--- src/rtl/proc_fetch_queue.sv ---
// Instruction fetch queue between fetch and decode: DEPTH entries of {err, incpc, instr}.
// Optional feature: define FETCH_QUEUE_BYPASS_EN for zero-latency forwarding through an empty queue.
//
// Handshake: a transfer happens on a rising edge where valid && ready are both 1.
// The producer holds its data stable while valid=1 and ready=0.
// ready may depend on valid only through the documented bypass path.
module proc_fetch_queue #(
  parameter int DEPTH = 4,
  parameter int AW    = 2
) (
  input  logic          clk,
  input  logic          rst,
  input  logic          in_valid,
  input  logic [15:0]   in_instr,
  input  logic [15:0]   in_incpc,
  input  logic          in_err,
  output logic          in_ready,
  output logic          out_valid,
  output logic [15:0]   out_instr,
  output logic [15:0]   out_incpc,
  output logic          out_err,
  input  logic          out_ready,
  input  logic          flush,
  output logic [AW:0]   count
);

  localparam logic [AW:0] FULL_CNT = (AW + 1)'(DEPTH);
  localparam logic [AW:0] ZERO_CNT = '0;

  logic [32:0]   mem [DEPTH];
  logic [AW-1:0] rd_ptr;
  logic [AW-1:0] wr_ptr;
  logic [AW:0]   cnt;

  logic          byp_act;
  logic          byp_take;
  logic          wr_en;
  logic          rd_en;
  logic [32:0]   head;

  // Bypass is only live out of reset, with an empty queue and no flush pending.
`ifdef FETCH_QUEUE_BYPASS_EN
  assign byp_act = rst && (cnt == ZERO_CNT) && !flush;
`else
  assign byp_act = 1'b0;
`endif

  assign head     = mem[rd_ptr];
  assign in_ready = rst && !flush && (cnt != FULL_CNT);

  always_comb begin
    out_valid = (cnt != ZERO_CNT);
    out_instr = head[15:0];
    out_incpc = head[31:16];
    out_err   = head[32];
    if (byp_act) begin
      out_valid = in_valid;
      out_instr = in_instr;
      out_incpc = in_incpc;
      out_err   = in_err;
    end
  end

  // A bypassed word that decode takes in the same cycle never touches storage.
  assign byp_take = byp_act && in_valid && out_ready;
  assign wr_en    = in_valid && in_ready && !byp_take;
  assign rd_en    = out_ready && (cnt != ZERO_CNT) && !flush;

  always_ff @(posedge clk) begin
    if (wr_en) begin
      mem[wr_ptr] <= {in_err, in_incpc, in_instr};
    end
  end

  always_ff @(posedge clk or negedge rst) begin
    if (!rst) begin
      rd_ptr <= '0;
      wr_ptr <= '0;
      cnt    <= '0;
    end else if (flush) begin
      rd_ptr <= '0;
      wr_ptr <= '0;
      cnt    <= '0;
    end else begin
      if (wr_en) wr_ptr <= wr_ptr + AW'(1);
      if (rd_en) rd_ptr <= rd_ptr + AW'(1);
      case ({wr_en, rd_en})
        2'b10:   cnt <= cnt + (AW + 1)'(1);
        2'b01:   cnt <= cnt - (AW + 1)'(1);
        default: cnt <= cnt;
      endcase
    end
  end

  assign count = cnt;

endmodule

--- config.mk ---
export PLATFORM = sky130hd
export DESIGN_NAME = proc_fetch_queue
export DESIGN_NICKNAME = d
export VERILOG_FILES = /design/src/rtl/proc_fetch_queue.sv
export SDC_FILE = /design/constraint.sdc
export NUM_CORES = 1
export LEC_CHECK = 0
export BUFFER_PORTS_ARGS = -buffer_cell sky130_fd_sc_hd__buf_2
export CAP_MARGIN = 0
export CORE_ASPECT_RATIO = 1.25
export CORE_UTILIZATION = 56
export DETAILED_ROUTE_END_ITERATION = 12
export PLACE_DENSITY = 0.78
export SYNTH_ARGS = -nofsm -noshare
export SYNTH_HDL_FRONTEND = slang
export SYNTH_SLANG_ARGS = --single-unit
--- constraint.sdc ---
create_clock -name clk -period 2.4 [get_ports clk]
set_input_delay 0.24 -clock clk [delete_from_list [all_inputs] [get_ports clk]]
set_output_delay 0.24 -clock clk [all_outputs]
set_load 0.05 [all_outputs]
**Yosys cells after proc, flatten, opt, wreduce, memory -nomap -nowiden**

Memories as Yosys holds them, arrays and structs flattened.
Cells that the tools add are included.

- Bits in registers: 7
- Logic and storage cells: 29
- Bits in writable memories: 132
- Memories: 1

- Reduce and logical (&&, ||, !) cells: 10
- Eq/ne operators: 3
- Muxes and demuxes: 8
- Add/subtract/negate cells: 4

Memory list:

| name | words | bits a word | read ports | clocked after Yosys merged registers in | wr ports | RTL line | text |
|---|---|---|---|---|---|---|---|
| mem | 4 | 33 | 1 | 0 | 1 | 30 | `logic [32:0] mem [DEPTH];` |

Operators by type and width:

| kind | number |
|---|---|
| two-way mux 2 bit | 4 |
| one-hot mux 3 bit (2 select lines) | 1 |
| nonzero test 3 bit | 2 |
| logical AND 1 bit | 5 |
| adder 2 x 1 -> 2 bit, second input constant | 2 |
| nonzero test 2 bit | 2 |
| adder 3 x 1 -> 3 bit, second input constant | 1 |
| two-way mux 3 bit | 1 |
| inequality test 3 bit, second input constant | 1 |
| subtractor 3 x 1 -> 3 bit, second input constant | 1 |
| equality test 2 x 1 -> 1 bit, second input constant | 1 |
| equality test 2 bit, second input constant | 1 |
| two-way mux 1 bit | 2 |
| zero test 1 bit | 1 |

**Logic depth before layout (Yosys ltp)**

Gate-level depths: netlist of run 1.

- Depth in word-level cells: 7
- Gate-level depth with buffers: 6

**Least setup slack after synthesis of run 1**

Ideal clock, no wire load.

- Path kind: register to register
- From: register cnt[0] (netlist: count[0])
- To: memory mem[1][0], enable pin
- Clock period less this slack: 2416 ps
- Stages on the path, launching flop included: 4
- Setup time: 393 ps
- Slack: -16 ps
- Arrival time: 2023 ps
- Path buffers: 0
- Cells stage by stage: dfrtp_1 > nor3b_2 > nor2_1 > and2_1

- Longest elaborated chain between the ends: 5

Ends and longest elaborated chain:

| item | RTL line | text |
|---|---|---|
| start: declaration | 33 | `logic [AW:0] cnt;` |
| start signal: assignment | 88 | `2'b10: cnt <= cnt + (AW + 1)'(1);` |
| start signal: assignment | 89 | `2'b01: cnt <= cnt - (AW + 1)'(1);` |
| start signal: assignment | 90 | `default: cnt <= cnt;` |
| inequality test 3 bit | 49 | `assign in_ready = rst && !flush && (cnt != FULL_CNT);` |
| logical AND 1 bit | 49 |  |
| logical AND 1 bit | 66 | `assign wr_en = in_valid && in_ready && !byp_take;` |
| two-way mux 1 bit | 70 | `if (wr_en) begin` |
| two-way mux 1 bit (implied by the code) | 71 | `mem[wr_ptr] <= {in_err, in_incpc, in_instr};` |
| end: declaration | 30 |  |

Every way passes these cells.

**Worst setup path after layout of run 1**

- From: register rd_ptr[0]
- To: output port out_incpc[10]

- Longest elaborated chain between the ends: 1

Ends and longest elaborated chain:

| item | RTL line | text |
|---|---|---|
| start: declaration | 31 | `logic [AW-1:0] rd_ptr;` |
| start signal: assignment | 86 | `if (rd_en) rd_ptr <= rd_ptr + AW'(1);` |
| memory (4 x 33 bit) | -- |  |
| end: declaration | 20 | `output logic [15:0] out_incpc,` |

Every way passes these cells.

==> metrics.yaml, run 1 <==
floorplanning:
  start_util_pct: 57.4
  die_height_um: 110
  rows: 39
  floorplan.die_area_um2: 9750
  io_pins: 76
  core-area_um2: 9130
  die_w_um: 88.5
cts:
  cts_buffer_depth: 2
  cts_resized: 0
  ctsRootBufferMaster: "clkbuf_16"
  numCtsBuffers: 17
  htreeDepth: 4
  clk_pin_slew_ps: 60
  worstSkewPairLatency_ps: 410
  cts_tree: "done"
  numClockSinks: 139
worst_setup_path:
  r2r-end: "count[2]"
  critPathMaxFanout: 21
  end_kind: "primary output"
  cp-start-kind: "register"
  cpMaxStageDelayCell: "mux4_2"
  slowest_delay_ps: 560
  critPathArrivalTime_ps: 1940
  startpoint: "rd_ptr[0]"
  rrSetupSlack_ps: 270
  timing.rr.start: "count[0]"
  timing.critical_path.to: "out_incpc[10]"
  worst_ep_required_time_ps: 2160
  r2r_cells: 6
  worstPathCellList: "buf_4 > mux4_2 > buf_2"
  crit_type: "register to primary output"
sta:
  finalMaxSlewViolations: 0
  period_minus_slack_ps: 2180
  relSlewSlack_pct: 72.3
  setup_viol: 0
  worstMarginPinSlew_ps: 414
  fin_tns_setup_ps: 0
  fin_skew_ps: 3.62
  post-route-period-util_pct: 90.7
  timing.fmax_mhz: 460
  finalHoldViolations: 0
  hold_ws_ps: 43.5
  rsz0062_at_grt: "no"
  setup_slack_ps: 224
final_layout:
  seq_area_um2: 4140
  nNetsFinal: 359
  fin_util_pct: 71.0
  fill_cells: 542
  multi_input_area_um2: 1050
  area_delta_synth_final_pct: 23.6
  stdcell_area_um2: 6470
  finalNonFillerCells: 453
  drive_gt1_share_pct: 46.5
flow_run:
  maxCapViolCount: 0
yosys:
  syn_area_um2: 5240
  synth_top_area_share_pct: 75.7
  synthesis.nets: 264
  synthCells: 221
  synth_area_per_cell_um2: 23.7
  synth_area_leaders: "edfxtp_1, mux4_2, dfrtp_1"
  yosysTopAreaCell: "edfxtp_1"
  seq_area_frac_synth_pct: 79.0
  synth_seq_cells: 139
  ys_types: 25
  ys_warn_count: 0
power:
  p_comb_share_pct: 25.4
  power_frac_seq_pct: 37.7
  ir_drop_uv: 785
  p_per_area_nw_per_um2: 1150
  power_frac_clock_pct: 37.0
  switchingPower_mw: 2.24
  internal_power_mw: 5.19
  p_leak_nw: 2.25
  fin_total_pwr_mw: 7.43
  p_sw_share_pct: 30.2
drt:
  vias: 2519
  drtIter0Drc: 202
  wl_per_cell_um: 20.7
  routed_wl_um: 9380
  dr.pass1.iters: 4
  postRouteAntennaNets: 0
  vias_per_cell: 5.56
  drc: 0
worst_hold_path:
  hold_class: "input port to register"
global_routing:
  grt_usage_pct: 20.8
  antenna_found_initial: 1
  grt_overflow: 0
  grt_max_degree: 32
  grt_pass1_vias: 2586
  grt_pass1_wl_um: 13600
placement:
  dp.cells: 419
  gp_congestion: 0.681
  place.port_buffers: 75
  hpwlAfterDp_um: 5050
  place_area_um2: 5830
  dp_slack_ps: 263
outcome:
  status: "finished, final reports clean"
-- cell type report --
class	count	area share, %
flip-flops and latches	139	64.0
multi-input cells	71	16.2
repair buffers	85	7.57
clock buffers	19	6.69
clock inverters	13	3.07
well taps	123	2.38
inverters	2	0.116
diodes	1	0.0386
-- what timing repair did --
item / in CTS / in global routing
hold buffers: 1 / 0
buffers inserted: 0 / 0
endpoints found under the hold margin: 7 / 0
-- worst min path at each step --
stage | from | to | cells past startpoint
floorplan | rst | count[0] | 0
global placement | rst | count[0] | 1
detailed placement | rst | count[0] | 1
CTS | in_incpc[1] | mem[2][17] | 1
global route | in_incpc[1] | mem[2][17] | 1
finish | in_incpc[11] | mem[0][27] | 1
-- worst max-delay path, delay by kind of cell (launching register included) --
family,cells,cell delay [ps]
flip-flops,1,350
buffers and inverters,2,610
multiplexers,1,560
-- cell families (layout without fill, tap and decap cells) --
family	after synthesis	after routing	synth area share [%]
flops	139	139	79.0
mux	38	38	15.2
simple gates	23	23	2.56
buf+inv	11	119	1.07
fa+ha+maj	5	5	1.34
xor+xnor	3	3	0.502
compound gates	2	2	0.311
other cells	0	1	0
-- synth_stat cells (all sizes together) --
cell type and count:
nand2b 2, or3 1, inv 2, edfxtp 132
nor3b 2, dfrtp 7, nor3 1, buf 6
nor2b 3, fa 1, and2 4, nand3b 1
ha 4, xor2 1, mux2 2, o21a 1
nor2 8, o31a 1, xnor2 2, mux2i 3
clkbuf 3, nand2 1, mux4 33
-- sequential cells by signal, indices dropped and copies added (netlist names) --
register,flops
count,3
rd_ptr,2
wr_ptr,2
mem,132
-- layout by cell type (no fill, tap or decap), types with 4 or more instances in the layout --
cell and instances:
and2_2 4, buf_2 75, buf_4 6, bufinv_16 5, clkbuf_16 17, dfrtp_1 5
edfxtp_1 132, ha_1 4, mux4_2 33, nor2_1 8
-- power groups by stage --
stage	logic (mW)	registers, mW	clock network, mW
4_1_cts	1.91	2.80	2.78
3_3_place_gp	1.88	2.84	0
2_1_floorplan	1.49	2.89	0
5_1_grt	1.98	2.81	2.89
6_report	1.88	2.80	2.75
3_5_place_dp	1.89	2.85	0
-- routing by layer --
layer / vias up / GRT usage [%] / wire (um)
met4: 0 / 9.79 / 185
met2: 83 / 35.7 / 5140
li1: 1117 / - / -
met5: - / 0 / 0
met1: 1307 / 23.6 / 3640
met3: 12 / 6.40 / 420
Note: power is estimated with default switching activity, not from simulation.
==> run 2, diff against run 1 <==
- RECOVER_POWER: default -> 50
- SKIP_CTS_REPAIR_TIMING: default -> 1
==> run 2 against run 1 <==
Compared with the run above: die area unchanged; clock power barely moved; routed wire length barely moved; sequential share of layout area up 0.51 points; sequential cell count unchanged; critical endpoint unchanged; largest power group unchanged.
==> metrics.yaml, run 2 (same netlist as run 1, synthesis figures left out) <==
worst_setup_path:
  worstPathCellList: "buf_4 > mux4_2 > buf_2"
  end_kind: "primary output"
  critPathTopFamily: "buffers and inverters"
  path_buf_inv: 2
  cpMaxStageDelayCell: "mux4_2"
  cp-start-kind: "register"
  crit_type: "register to primary output"
  critPathArrivalTime_ps: 1930
  slowest_delay_ps: 560
  critPathMaxFanout: 21
  worst_ep_required_time_ps: 2160
placement:
  place.port_buffers: 75
  dp.cells: 419
  hpwlAfterDp_um: 5050
  gp_congestion: 0.681
  place_area_um2: 5830
  dp_slack_ps: 263
power:
  ir_drop_uv: 771
  p_sw_share_pct: 30.3
  switchingPower_mw: 2.25
  power_frac_seq_pct: 37.7
  internal_power_mw: 5.17
  p_comb_share_pct: 25.1
  fin_total_pwr_mw: 7.42
  p_per_area_nw_per_um2: 1160
  power_frac_clock_pct: 37.1
  p_leak_nw: 2.14
sta:
  fin_skew_ps: 6.20
  period_minus_slack_ps: 2170
  timing.fmax_mhz: 460
  finalHoldViolations: 0
  worstMarginPinSlew_ps: 595
  finalMaxSlewViolations: 0
  setup_slack_ps: 226
  relSlewSlack_pct: 60.5
  rsz0062_at_grt: "no"
  post-route-period-util_pct: 90.6
  fin_tns_setup_ps: 0
  setup_viol: 0
cts:
  numClockSinks: 139
  worstSkewPairLatency_ps: 410
  clk_pin_slew_ps: 60
  cts_tree: "done"
  htreeDepth: 4
  cts_buffer_depth: 2
  numCtsBuffers: 17
  ctsRootBufferMaster: "clkbuf_16"
global_routing:
  grt_pass1_wl_um: 13500
  antenna_found_initial: 0
  grt_max_degree: 32
  grt_usage_pct: 20.7
  grt_overflow: 0
  grt_pass1_vias: 2574
final_layout:
  largest_reg_flops: 132
  final_common_cell: "edfxtp_1"
  nNetsFinal: 359
  antenna_cells: 0
  finalNonFillerCells: 452
  drive_gt1_share_pct: 34.7
  mostFrequentLayoutCells: "edfxtp_1, clkbuf_1, buf_2, mux4_2, clkbuf_16"
  area_delta_synth_final_pct: 22.6
  stdcell_area_um2: 6420
  top_register: "mem"
flow_run:
  maxCapViolCount: 0
floorplanning:
  die_height_um: 110
  core-area_um2: 9130
  floorplan.die_area_um2: 9750
  die_w_um: 88.5
  io_pins: 76
  rows: 39
  start_util_pct: 57.4
drt:
  postRouteAntennaNets: 0
  vias: 2535
  wl_per_cell_um: 20.8
  routed_wl_um: 9380
  drc: 0
  vias_per_cell: 5.61
  drtIter0Drc: 163
  dr.pass1.iters: 4
worst_hold_path:
  hold_class: "input port to register"
outcome:
  status: "finished, final reports clean"
run 2: metal layers:
| metal | up-vias | track usage (%) | share of wire (%) |
|---|---|---|---|
| li1 | 1116 | - | - |
| met1 | 1308 | 23.6 | 39 |
| met2 | 95 | 35.5 | 55 |
| met3 | 16 | 6.40 | 4.5 |
| met4 | 0 | 9.79 | 2.3 |
| met5 | - | 0 | 0 |
run 2: cell type report:
type                            instances  area [um^2]
Clock buffer                           19          433
Clock inverter                         13          199
Sequential cell                       139         4140
Tap cell                              123          154
Inverter                                2         7.51
Fill cell                             574         2700
Multi-Input combinational cell         71         1050
Timing Repair Buffer                   85          443
run 2: per-stage QoR:
| stage | utilization, % | hold WS, ps |
|---|---|---|
| 2_1_floorplan | - | -55.6 |
| 3_3_place_gp | 63.9 | 88.5 |
| 3_5_place_dp | 63.9 | 94.0 |
| 4_1_cts | 70.8 | -342 |
| 5_1_grt | 70.4 | 80.4 |
| 6_report | 70.4 | 81.5 |
run 2: power groups by stage:
stage / logic (mW) / clock network (mW) / registers (mW)
CTS: 1.90 / 2.78 / 2.80
global placement: 1.88 / 0 / 2.84
global route: 1.96 / 2.89 / 2.81
floorplan: 1.49 / 0 / 2.89
finish: 1.87 / 2.76 / 2.80
detailed placement: 1.89 / 0 / 2.85
run 2: final timing paths:
kind,from,end,slack [ps],depth (start not counted)
min in group asynchronous,rst,wr_ptr[0],210,2
setup reg to reg,count[1],count[2],270,6
hold reg to reg,wr_ptr[1],wr_ptr[1],600,2
hold / removal,in_incpc[11],mem[0][27],80,1
setup / recovery,rd_ptr[0],out_incpc[10],230,3
max in group asynchronous,rst,rd_ptr[1],1990,2
